--- config.mk ---
export PLATFORM = sky130hd
export DESIGN_NAME = bit_serializer
export DESIGN_NICKNAME = d
export VERILOG_FILES = /design/src/rtl/bit_serializer.sv
export SDC_FILE = /design/constraint.sdc
export NUM_CORES = 1
export LEC_CHECK = 0
export CAP_MARGIN = 25
export CORE_MARGIN = 5
export CORE_UTILIZATION = 35
export CTS_CLUSTER_SIZE = 28
export DETAILED_ROUTE_END_ITERATION = 16
export PLACE_DENSITY = 0.6
export SLEW_MARGIN = 20
export SYNTH_ARGS = -nofsm -noshare
export SYNTH_HDL_FRONTEND = slang
export SYNTH_SLANG_ARGS = --single-unit
export TNS_END_PERCENT = 100
--- constraint.sdc ---
create_clock -name ck -period 1.19 [get_ports ck]
set_input_delay 0.238 -clock ck [delete_from_list [all_inputs] [get_ports ck]]
set_output_delay 0.238 -clock ck [all_outputs]
set_load 0.005 [all_outputs]
--- src/rtl/bit_serializer.sv ---
// Word-to-bitstream front end for the sequence detector's x input.
// One word buffered ahead of the shifter; back-to-back words leave no gap.
module bit_serializer #(
  parameter int   W         = 8,
  parameter bit   MSB_FIRST = 1'b1,
  parameter logic IDLE_BIT  = 1'b0
) (
  input  logic         ck,
  input  logic         r,
  input  logic [W-1:0] din,
  input  logic         din_valid,
  output logic         din_ready,
  output logic         x,
  output logic         busy,
  output logic         word_done
);

  localparam int CW = $clog2(W);
  localparam logic [CW-1:0] CMAX = CW'(W-1);

  typedef enum logic {
    IDLE,
    SHIFT
  } state_t;

  state_t         state, state_n;
  logic [W-1:0]   sreg, sreg_n;
  logic [W-1:0]   hold;
  logic [CW-1:0]  cnt, cnt_n;
  logic           hold_full, hold_full_n;
  logic           accept;

  assign din_ready = ~hold_full & ~r;
  assign accept    = din_valid & din_ready;
  assign busy      = (state == SHIFT) | hold_full;

  // state, shifter, counter and buffer flag; reset drops any word
  always_ff @(posedge ck) begin
    if (r) begin
      state     <= IDLE;
      sreg      <= '0;
      cnt       <= '0;
      hold_full <= 1'b0;
    end else begin
      state     <= state_n;
      sreg      <= sreg_n;
      cnt       <= cnt_n;
      hold_full <= hold_full_n;
    end
  end

  // capture the offered word into the buffer on a handshake
  always_ff @(posedge ck) begin
    if (accept) begin
      hold <= din;
    end
  end

  // next-state, shift, drain of the buffer, and Moore outputs
  always_comb begin
    state_n     = state;
    sreg_n      = sreg;
    cnt_n       = cnt;
    hold_full_n = hold_full | accept;
    x           = IDLE_BIT;
    word_done   = 1'b0;
    unique case (state)
      IDLE: begin
        if (hold_full) begin
          sreg_n      = hold;
          cnt_n       = CMAX;
          hold_full_n = 1'b0;
          state_n     = SHIFT;
        end
      end
      SHIFT: begin
        if (MSB_FIRST) begin
          x      = sreg[W-1];
          sreg_n = {sreg[W-2:0], 1'b0};
        end else begin
          x      = sreg[0];
          sreg_n = {1'b0, sreg[W-1:1]};
        end
        cnt_n = cnt - 1'b1;
        if (cnt == '0) begin
          word_done = 1'b1;
          if (hold_full) begin
            sreg_n      = hold;
            cnt_n       = CMAX;
            hold_full_n = 1'b0;
          end else begin
            cnt_n   = '0;
            state_n = IDLE;
          end
        end
      end
      default: begin
        state_n = IDLE;
      end
    endcase
  end

endmodule

# Yosys cells after proc, flatten, opt, wreduce, memory -nomap -nowiden
# Cells that the tools add are included.
[word_totals] rom_bits=0 latch_bits=0 memories=0 inputBits=11 regBits=21 mem_bits_rw=0
[op_classes] div=0 n_mux=17 magnitude_cmp=0 bitwise_logic=7 n_addsub=1 multipliers=0 n_eq_ne=1 n_reduce_logical=1 shift=0
[ops] cell="8-bit two-way mux" n=3
[ops] cell="8-bit case mux with 2 select lines" n=1
[ops] cell="3-bit two-way mux" n=3
[ops] cell="1-bit two-way mux" n=7
[ops] cell="3-bit case mux with 2 select lines" n=1
[ops] cell="1-bit case mux with 2 select lines" n=2
[ops] cell="3-bit logical NOT" n=1
[ops] cell="1-bit NOT" n=3
[ops] cell="3-bit by 1-bit subtractor with 3-bit output, second input constant" n=1
[ops] cell="1-bit AND" n=2
[ops] cell="2-bit inequality test, second input constant" n=1
[ops] cell="1-bit OR" n=2

# Logic depth before layout (Yosys ltp)
# Gate-level depths: netlist (run 1).
[depth] word_depth=7 ltp_mapped=5 ltp_nobuf=5

# Worst setup path after synthesis (run 1)
# OpenSTA, ideal clock, no wires.
[synth_path] path_type="register to register" from="register hold_full" to="register hold[0], enable pin" t_arrival_ns=1.030 setup_ns=0.332 period_less_slack_ns=1.362 stages_incl_launch_ff=5 setup_slack_ns=-0.172 required_ns=0.858 path_cell_list="dfxtp_1 buf_4 buf_4 nor2_1 and2_1"
[synth_via] elab_chain_cells=3
[synth_lines] element="start: declaration" line_no="30" source="logic hold_full, hold_full_n;"
[synth_lines] element="start signal: assignment" line_no="48" source="hold_full <= hold_full_n;"
[synth_lines] element="1-bit NOT" line_no="33" source="assign din_ready = ~hold_full & ~r;"
[synth_lines] element="1-bit AND" line_no="33"
[synth_lines] element="net din_ready" line_no="12" source="output logic din_ready,"
[synth_lines] element="1-bit AND" line_no="34" source="assign accept = din_valid & din_ready;"
[synth_lines] element="net accept" line_no="31" source="logic accept;"
[synth_lines] element="end signal: assignment" line_no="55" source="hold <= din;"
[synth_lines] element="end: declaration" line_no="28" source="logic [W-1:0] hold;"
# The timed path passes the listed nets, and every way through them passes these cells.
# A chain may end at the register's enable or synchronous reset.

# Worst setup path after layout (run 1)
[layout_path] from="register cnt[0]" to="register sreg[1]"
[layout_via] elab_chain_cells=3
[layout_lines] element="start: declaration" line_no="29" source="logic [CW-1:0] cnt, cnt_n;"
[layout_lines] element="start signal: assignment" line_no="47" source="cnt <= cnt_n;"
[layout_lines] element="3-bit logical NOT" line_no="85" source="if (cnt == '0) begin"
[layout_lines] element="8-bit two-way mux" line_no="85"
[layout_lines] element="8-bit case mux with 2 select lines" line_no="67" source="unique case (state)"
[layout_lines] element="end signal: assignment" line_no="46" source="sreg <= sreg_n;"
[layout_lines] element="end: declaration" line_no="27" source="logic [W-1:0] sreg, sreg_n;"
# Every way passes these cells.

==> results of run 1 <==
## registers in the layout (all words and copies together), names as in the netlist
signal     count
hold           8
cnt            3
hold_full      1
sreg           8
state          1
## metal layers
layer | GRT usage [%] | up-vias | wire, um
met2 | 19.1 | 19 | 879
met4 | 2.79 | 0 | 19
met3 | 4.47 | 2 | 77
met5 | 0 | - | 0
li1 | - | 363 | -
met1 | 13.0 | 334 | 842
## critical path, stage by stage (launching register included)
cell	delay [ns]
sky130_fd_sc_hd__dfxtp_2	0.35
sky130_fd_sc_hd__inv_2	0.05
sky130_fd_sc_hd__ha_4	0.16
sky130_fd_sc_hd__buf_6	0.12
sky130_fd_sc_hd__and2b_4	0.16
sky130_fd_sc_hd__o21ai_4	0.21
sky130_fd_sc_hd__o221a_1	0.23
## stage by stage
step                util, %  setup TNS, ns  cells
finish                 51.8          -1.41    145
global route           51.8          -2.10    145
CTS                    51.0          -1.74    145
detailed placement     47.2          -4.27    135
global placement       47.2          -3.92    135
floorplan                 -              0     81
## placed cells by master, fill, tap and decap left out
cell and instances:
sky130_fd_sc_hd__mux2i_1 1, sky130_fd_sc_hd__mux2_4 1, sky130_fd_sc_hd__dlygate4sd2_1 1, sky130_fd_sc_hd__nor2_1 10
sky130_fd_sc_hd__clkdlybuf4s50_1 9, sky130_fd_sc_hd__nand3_1 1, sky130_fd_sc_hd__nand2_1 2, sky130_fd_sc_hd__a31o_1 1
sky130_fd_sc_hd__and2_4 2, sky130_fd_sc_hd__and2b_4 1, sky130_fd_sc_hd__buf_8 1, sky130_fd_sc_hd__nor3_1 8
sky130_fd_sc_hd__o21ai_4 1, sky130_fd_sc_hd__ha_4 1, sky130_fd_sc_hd__buf_6 4, sky130_fd_sc_hd__nand2b_4 1
sky130_fd_sc_hd__a32oi_1 1, sky130_fd_sc_hd__dfxtp_2 2, sky130_fd_sc_hd__clkbuf_1 1, sky130_fd_sc_hd__nor2_2 1
sky130_fd_sc_hd__nor2_4 1, sky130_fd_sc_hd__nand2b_1 1, sky130_fd_sc_hd__ha_2 1, sky130_fd_sc_hd__a211oi_1 2
sky130_fd_sc_hd__a21oi_1 2, sky130_fd_sc_hd__inv_2 3, sky130_fd_sc_hd__a31oi_1 1, sky130_fd_sc_hd__clkbuf_4 3
sky130_fd_sc_hd__edfxtp_1 8, sky130_fd_sc_hd__or3_1 1, sky130_fd_sc_hd__a21oi_2 1, sky130_fd_sc_hd__nand3b_2 1
sky130_fd_sc_hd__buf_4 16, sky130_fd_sc_hd__dfxtp_4 2, sky130_fd_sc_hd__inv_1 2, sky130_fd_sc_hd__buf_2 3
sky130_fd_sc_hd__o221a_1 7, sky130_fd_sc_hd__or2_1 1, sky130_fd_sc_hd__dfxtp_1 9
## where the power goes
part	total (uW)	switching (uW)	internal (uW)
sequential	838	31.2	807
clock	324	194	130
combinational	421	179	242
## layout make-up
type	instances	area share (%)
Inverter	5	1.46
Tap cell	30	2.92
Sequential cell	21	39.8
Timing Repair Buffer	34	22.9
Multi-Input combinational cell	51	30.9
Clock buffer	4	2.05
## cells in the mapped netlist
cell / number / share of area (%)
sky130_fd_sc_hd__nand2b_1: 1 / 0.70
sky130_fd_sc_hd__buf_4: 3 / 2.5
sky130_fd_sc_hd__nand2b_2: 1 / 0.97
sky130_fd_sc_hd__a32oi_1: 1 / 0.97
sky130_fd_sc_hd__a31oi_1: 1 / 0.70
sky130_fd_sc_hd__and2b_4: 1 / 1.1
sky130_fd_sc_hd__a31o_1: 1 / 0.97
sky130_fd_sc_hd__dfxtp_1: 13 / 29
sky130_fd_sc_hd__ha_1: 2 / 2.8
sky130_fd_sc_hd__inv_1: 4 / 1.7
sky130_fd_sc_hd__nand2_1: 2 / 0.83
sky130_fd_sc_hd__nor2_1: 12 / 5.0
sky130_fd_sc_hd__clkbuf_1: 1 / 0.42
sky130_fd_sc_hd__edfxtp_1: 8 / 27
sky130_fd_sc_hd__inv_2: 1 / 0.42
sky130_fd_sc_hd__o21ai_4: 1 / 1.8
sky130_fd_sc_hd__mux2_1: 1 / 1.3
sky130_fd_sc_hd__a21oi_1: 3 / 1.7
sky130_fd_sc_hd__o221a_1: 7 / 8.8
sky130_fd_sc_hd__nor3_1: 8 / 4.5
sky130_fd_sc_hd__and2_1: 2 / 1.4
sky130_fd_sc_hd__mux2i_1: 1 / 1.1
sky130_fd_sc_hd__or2_1: 1 / 0.70
sky130_fd_sc_hd__or3_1: 1 / 0.70
sky130_fd_sc_hd__nand3_1: 1 / 0.56
sky130_fd_sc_hd__nand3b_2: 1 / 1.3
sky130_fd_sc_hd__a211oi_1: 2 / 1.7
## worst paths after layout
path                               end  cells past startpoint
setup / recovery  sreg[1]$_SDFFE_PP0P_                      6
hold / removal       hold[1]$_DFFE_PP_                      1
setup reg to reg  sreg[1]$_SDFFE_PP0P_                      6
hold reg to reg   sreg[2]$_SDFFE_PP0P_                      1
## cell families (layout without fill, tap and decap cells)
kind of cell | after synthesis | in the layout | share of synthesized area (%)
mux | 2 | 2 | 2.36
simple gates | 31 | 31 | 17.7
flops | 21 | 21 | 55.6
fa+ha+maj | 2 | 2 | 2.78
buf+inv | 9 | 43 | 5.01
compound gates | 16 | 16 | 16.6
## timing repair
item,CTS,global route
setup buffers,7,0
hold buffers,0,0
pin swaps,8,7
gates resized for setup,30,6
endpoints found under the setup margin,15,14
cloned,0,0
==> impl_summary.txt, run 1 <==
----------------------------------------------------
[STA]
  Min Clock Period, post-route ... 1.35 ns
  Peak Freq ... 741 MHz
  Pin slew with the least headroom to its limit ... approximately 0.25 ns
  Number of endpoints failing setup at the final stage ... 11
  Pins Over Slew Limit ... 0
  Final Cycle Share ... 113%
  Smallest hold slack ... 0.497 ns
  Clk_skew ... between 0.005 and 0.006 ns
  Setup repair after global routing missed its margin ... true
  Final hold violation count ... 0
  Final worst slack ... -0.159 ns
  Max-slew headroom at the worst pin ... 83.1%

[Pwr]
  Peak supply drop ... 0.736 mV
  Overall power of the completed layout ... 1580 uW
  Leakage power ... 0.000506 uW
  Power per Cell Area ... 1230 nW/um^2

[Drt]
  Total length of routed wires ... between 1500 and 2000 um
  Post-detailed-route DRC marker count ... 0
  Starting DRT DRC Count ... 12
  Drt via density ... 4.95
  Routed len/inst ... around 13 um
  Detailed-route via count ... 718
  Final antenna-violating net count ... 0
  Drt pass-1 iters ... 4

[Placed design]
  Buffers on Ports ... 14
  Final weighted congestion in routability-driven placement ... 0.721
  DP Worst Slack ... -0.361 ns
  Final HPWL DP ... 1290 um
  Dpl cell area ... 1170 um^2

[Final layout]
  Fraction of layout instances using a drive strength above 1 ... 40.0%
  Number of nets in the final layout ... 129
  Area growth syn-to-layout ... 42.7%
  Diode insertion count for antenna repair ... 0
  Total of fill cells in the finished design ... 233
  Post-Layout Inst Area ... 1280 um^2
  Area taken by flip-flops and latches ... 510 um^2
  Multi-input gate area ... 397 um^2

[CTS]
  CTS tree ... yes
  Htree depth ... 1
  Sink count of the clock tree ... 21
  Worst-skew pair later-pin latency ... 0.29 ns
  Buffer depth of the longest clock path ... 2
  Cell at the root of the clock tree ... sky130_fd_sc_hd__clkbuf_4
  Clock buffer count from CTS ... 3
  Clock transition at the registers of the reported paths ... 0.11 ns

[Logic synthesis]
  Cell Area, Synth ... between 800 and 900 um^2
  Nets in the synthesized netlist ... 94
  Synthesized flop and latch total ... 21
  Sequential element share of the synthesized area ... 55.6%
  Syn avg cell area ... between 10 and 15 um^2
  Warnings from Yosys ... 0
  Gate count of the mapped netlist ... 81
  Distinct cell type count of the synthesized netlist ... 27

[Worst setup path]
  CP Capture Type ... flip-flop
  Required time at the worst-slack endpoint ... 1.42 ns
  Reg2Reg Setup Slack ... -0.16 ns
  Kind of critical path ... reg -> reg
  Arr. time, crit path ... 1.58 ns
  CP Launch Type ... flip-flop
  Crit path max fanout ... 7
  Critical Path Source ... cnt[0]$_SDFFE_PP0P_
  Reg2Reg Launch Point ... cnt[0]$_SDFFE_PP0P_

[Die]
  Count of pins on the block boundary ... 15
  Starting Density ... about 36%
  Area of the core ... 2480 um^2
  Die Y-Extent ... ~61 um
  Floorplan die area ... around 3700 um^2
  Floorplan die width ... 60.7 um
  Count of standard-cell rows ... 18

[Global route]
  Overflow left after global routing ... 0
  First-pass GRT wire length ... roughly 3000 um
  Number of antenna violations at the first check in global routing ... 0
  Maximum number of pins on one net before global-route repair ... 14
  Via count of the first global-routing pass ... 718
  Global Route Usage Sum ... 11.2%

[Run status]
  Run status ... finished, violations left
  Failing checks ... negative setup slack

[Min path]
  Class of the worst hold path ... in -> reg
  Start point of the worst hold path ... din[1]

[Flow run]
  Number of violations of the max-capacitance limit ... 0

----------------------------------------------------
(Power assumes the default switching activity.)
==> run 2, diff against run 1 <==
--- a/config.mk
+++ b/config.mk
@@ -6,7 +6,7 @@
 export NUM_CORES = 1
 export LEC_CHECK = 0
 export CAP_MARGIN = 25
-export CORE_MARGIN = 5
+export CORE_MARGIN = 4
 export CORE_UTILIZATION = 35
 export CTS_CLUSTER_SIZE = 28
 export DETAILED_ROUTE_END_ITERATION = 16
==> run 2 against run 1 <==
  * The flow still finishes with violations (negative setup slack)
  * Critical path depth is 1 lower
  * Routed wire length increased by 2.4%
  * Final cell count unchanged
  * Utilization up 0.83 points
  * Critical endpoint is now word_done
  * Largest power group unchanged
==> impl_summary.txt, run 2 (same netlist as run 1, synthesis figures left out) <==
----------------------------------------------------
[Flow run]
  Number of violations of the max-capacitance limit ... 0 (unchanged)

[STA]
  Final Cycle Share ... 113% (about the same)
  Max-slew headroom at the worst pin ... 81.9% (was 83.1%)
  Setup repair after global routing missed its margin ... true (unchanged)
  Final hold violation count ... 0 (unchanged)
  Final worst slack ... -0.157 ns (was -0.159 ns)
  Pin slew with the least headroom to its limit ... 0.271 ns (was 0.253 ns)
  Number of endpoints failing setup at the final stage ... 13 (was 11)
  Pins Over Slew Limit ... 0 (unchanged)
  Clk_skew ... 0.00854 ns (was 0.00574 ns)
  Min Clock Period, post-route ... 1.35 ns (about the same)
  Smallest hold slack ... 0.479 ns (was 0.497 ns)
  Peak Freq ... 742 MHz (was 741 MHz)

[CTS]
  Worst-skew pair later-pin latency ... 0.30 ns (was 0.29 ns)
  CTS tree ... yes (unchanged)
  Cell at the root of the clock tree ... sky130_fd_sc_hd__clkbuf_4 (unchanged)
  Hold-fix buffers at CTS ... 0 (unchanged)
  Sink count of the clock tree ... 21 (unchanged)
  Clock transition at the registers of the reported paths ... 0.12 ns (was 0.11 ns)
  Clock buffer count from CTS ... 3 (unchanged)
  Buffer depth of the longest clock path ... 2 (unchanged)
  Htree depth ... 1 (unchanged)

[Global route]
  Number of antenna violations at the first check in global routing ... 0 (unchanged)
  Overflow left after global routing ... 0 (unchanged)
  Global Route Usage Sum ... 11.7% (was 11.2%)
  First-pass GRT wire length ... 3060 um (was 2990 um)
  Via count of the first global-routing pass ... 727 (was 718)
  Maximum number of pins on one net before global-route repair ... 14 (unchanged)

[Worst setup path]
  Crit path max fanout ... 2 (was 7)
  Cell Chain, Critical Path ... inv_2 > ha_4 > nand2b_2 > nor2_1 > buf_2 (was inv_2 > ha_4 > buf_6 > and2b_4 > o21ai_4 > o221a_1)
  Top cell family by delay on the critical path ... flip-flops (was compound AO/OA/AOI/OAI gates)
  CP Launch Type ... flip-flop (unchanged)
  Kind of critical path ... reg -> out (was reg -> reg)
  Worst path bufs/invs ... 2 (unchanged)
  Required time at the worst-slack endpoint ... 0.95 ns (was 1.42 ns)
  Slowest-stage cell, CP ... sky130_fd_sc_hd__dfxtp_2 (unchanged)
  CP Capture Type ... output pin (was flip-flop)
  Delay of the slowest critical-path stage ... 0.34 ns (was 0.35 ns)
  Arr. time, crit path ... 1.11 ns (was 1.58 ns)

[Die]
  Count of standard-cell rows ... 18 (unchanged)
  Floorplan die area ... 3450 um^2 (was 3680 um^2)
  Area of the core ... 2450 um^2 (was 2480 um^2)
  Count of pins on the block boundary ... 15 (unchanged)
  Die Y-Extent ... 58.7 um (was 60.7 um)
  Floorplan die width ... 58.7 um (was 60.7 um)
  Starting Density ... 36.6% (was 36.3%)

[Pwr]
  Leakage power ... 0.000519 uW (was 0.000506 uW)
  Overall power of the completed layout ... 1620 uW (was 1580 uW)
  Power per Cell Area ... 1260 nW/um^2 (was 1230 nW/um^2)
  Peak supply drop ... 0.861 mV (was 0.736 mV)

[Drt]
  Drt via density ... 4.92 (was 4.95)
  Total length of routed wires ... 1860 um (was 1820 um)
  Final antenna-violating net count ... 0 (unchanged)
  Drt pass-1 iters ... 4 (unchanged)
  Starting DRT DRC Count ... 11 (was 12)
  Routed len/inst ... 12.8 um (was 12.5 um)
  Detailed-route via count ... 714 (was 718)
  Post-detailed-route DRC marker count ... 0 (unchanged)

[Placed design]
  Dpl cells ... 136 (was 135)
  Final weighted congestion in routability-driven placement ... 0.782 (was 0.721)
  Dpl cell area ... 1180 um^2 (was 1170 um^2)
  DP Worst Slack ... -0.389 ns (was -0.361 ns)
  Buffers on Ports ... 14 (unchanged)
  Final HPWL DP ... 1290 um (about the same)

[Final layout]
  Fraction of layout instances using a drive strength above 1 ... 41.7% (was 40.0%)
  Biggest regs ... hold (8), sreg (8), cnt (3) (unchanged)
  Post-Layout Inst Area ... 1290 um^2 (was 1280 um^2)
  Post-Layout Cell Count ... 145 (unchanged)
  Number of nets in the final layout ... 129 (unchanged)
  Total of fill cells in the finished design ... 223 (was 233)
  Diode insertion count for antenna repair ... 0 (unchanged)
  Highest-count cells in the layout ignoring fill and taps ... sky130_fd_sc_hd__buf_4, sky130_fd_sc_hd__nor2_1, sky130_fd_sc_hd__dfxtp_1, sky130_fd_sc_hd__clkdlybuf4s50_1 (unchanged)
  Most frequent standard cell in the layout excluding fill and tap cells ... sky130_fd_sc_hd__buf_4 (unchanged)
  Area growth syn-to-layout ... 43.7% (was 42.7%)

[Run status]
  Failing checks ... negative setup slack (unchanged)
  Run status ... finished, violations left (unchanged)

[Min path]
  Class of the worst hold path ... in -> reg (unchanged)

----------------------------------------------------
==> run 2: layout make-up <==
class                      instances  area (um^2)  share of cell area, %
clock buffer                       3         22.5                   1.74
clock inverter                     1         5.00                  0.387
inverter                           5         18.8                   1.45
multi-input combinational         51          405                   31.4
sequential                        21          510                   39.5
tap                               30         37.5                   2.90
timing repair buffer              34          293                   22.7
==> run 2: layer usage <==
metal / up-vias / global-route usage [%] / wire (um)
met5: - / 0 / 0
met4: 0 / 4.85 / 15
met3: 2 / 2.63 / 54
met2: 7 / 19.9 / 936
met1: 344 / 14.2 / 854
li1: 361 / - / -
==> run 2: worst paths after layout <==
path	start	to	slack, ns	depth (start not counted)
max reg2reg	cnt[0]$_SDFFE_PP0P_	sreg[3]$_SDFFE_PP0P_	-0.15	6
min	din[6]	hold[6]$_DFFE_PP_	0.48	1
max	cnt[0]$_SDFFE_PP0P_	word_done	-0.16	5
min reg2reg	cnt[1]$_SDFFE_PP0P_	cnt[1]$_SDFFE_PP0P_	0.51	2
==> run 2: worst register-to-register path, delay by kind of cell (launching register included) <==
family | cells | cell delay (ns)
AO/OA/AOI/OAI | 2 | 0.45
adder cells (fa/ha/maj) | 1 | 0.16
flip-flops | 1 | 0.35
AND/OR/NAND/NOR | 1 | 0.17
buffers and inverters | 2 | 0.17
==> run 2: stage by stage <==
step           TNS (ns)  util, %
2_1_floorplan         0        -
3_3_place_gp      -3.66     48.0
3_5_place_dp      -4.04     48.0
4_1_cts           -1.72     50.6
5_1_grt           -2.32     52.7
6_report          -1.65     52.7
==> run 2: repair_timing <==
action | in CTS | in global routing
endpoints found under the setup margin | 15 | 15
pin swaps | 9 | 7
setup buffers | 5 | 1
resized for setup | 27 | 9
==> run 2: power by group <==
part / total, uW / switching, uW / internal [uW]
clock network: 344 / 219 / 125
logic: 442 / 188 / 253
registers: 837 / 29.7 / 807
total: 1620 / 437 / 1190
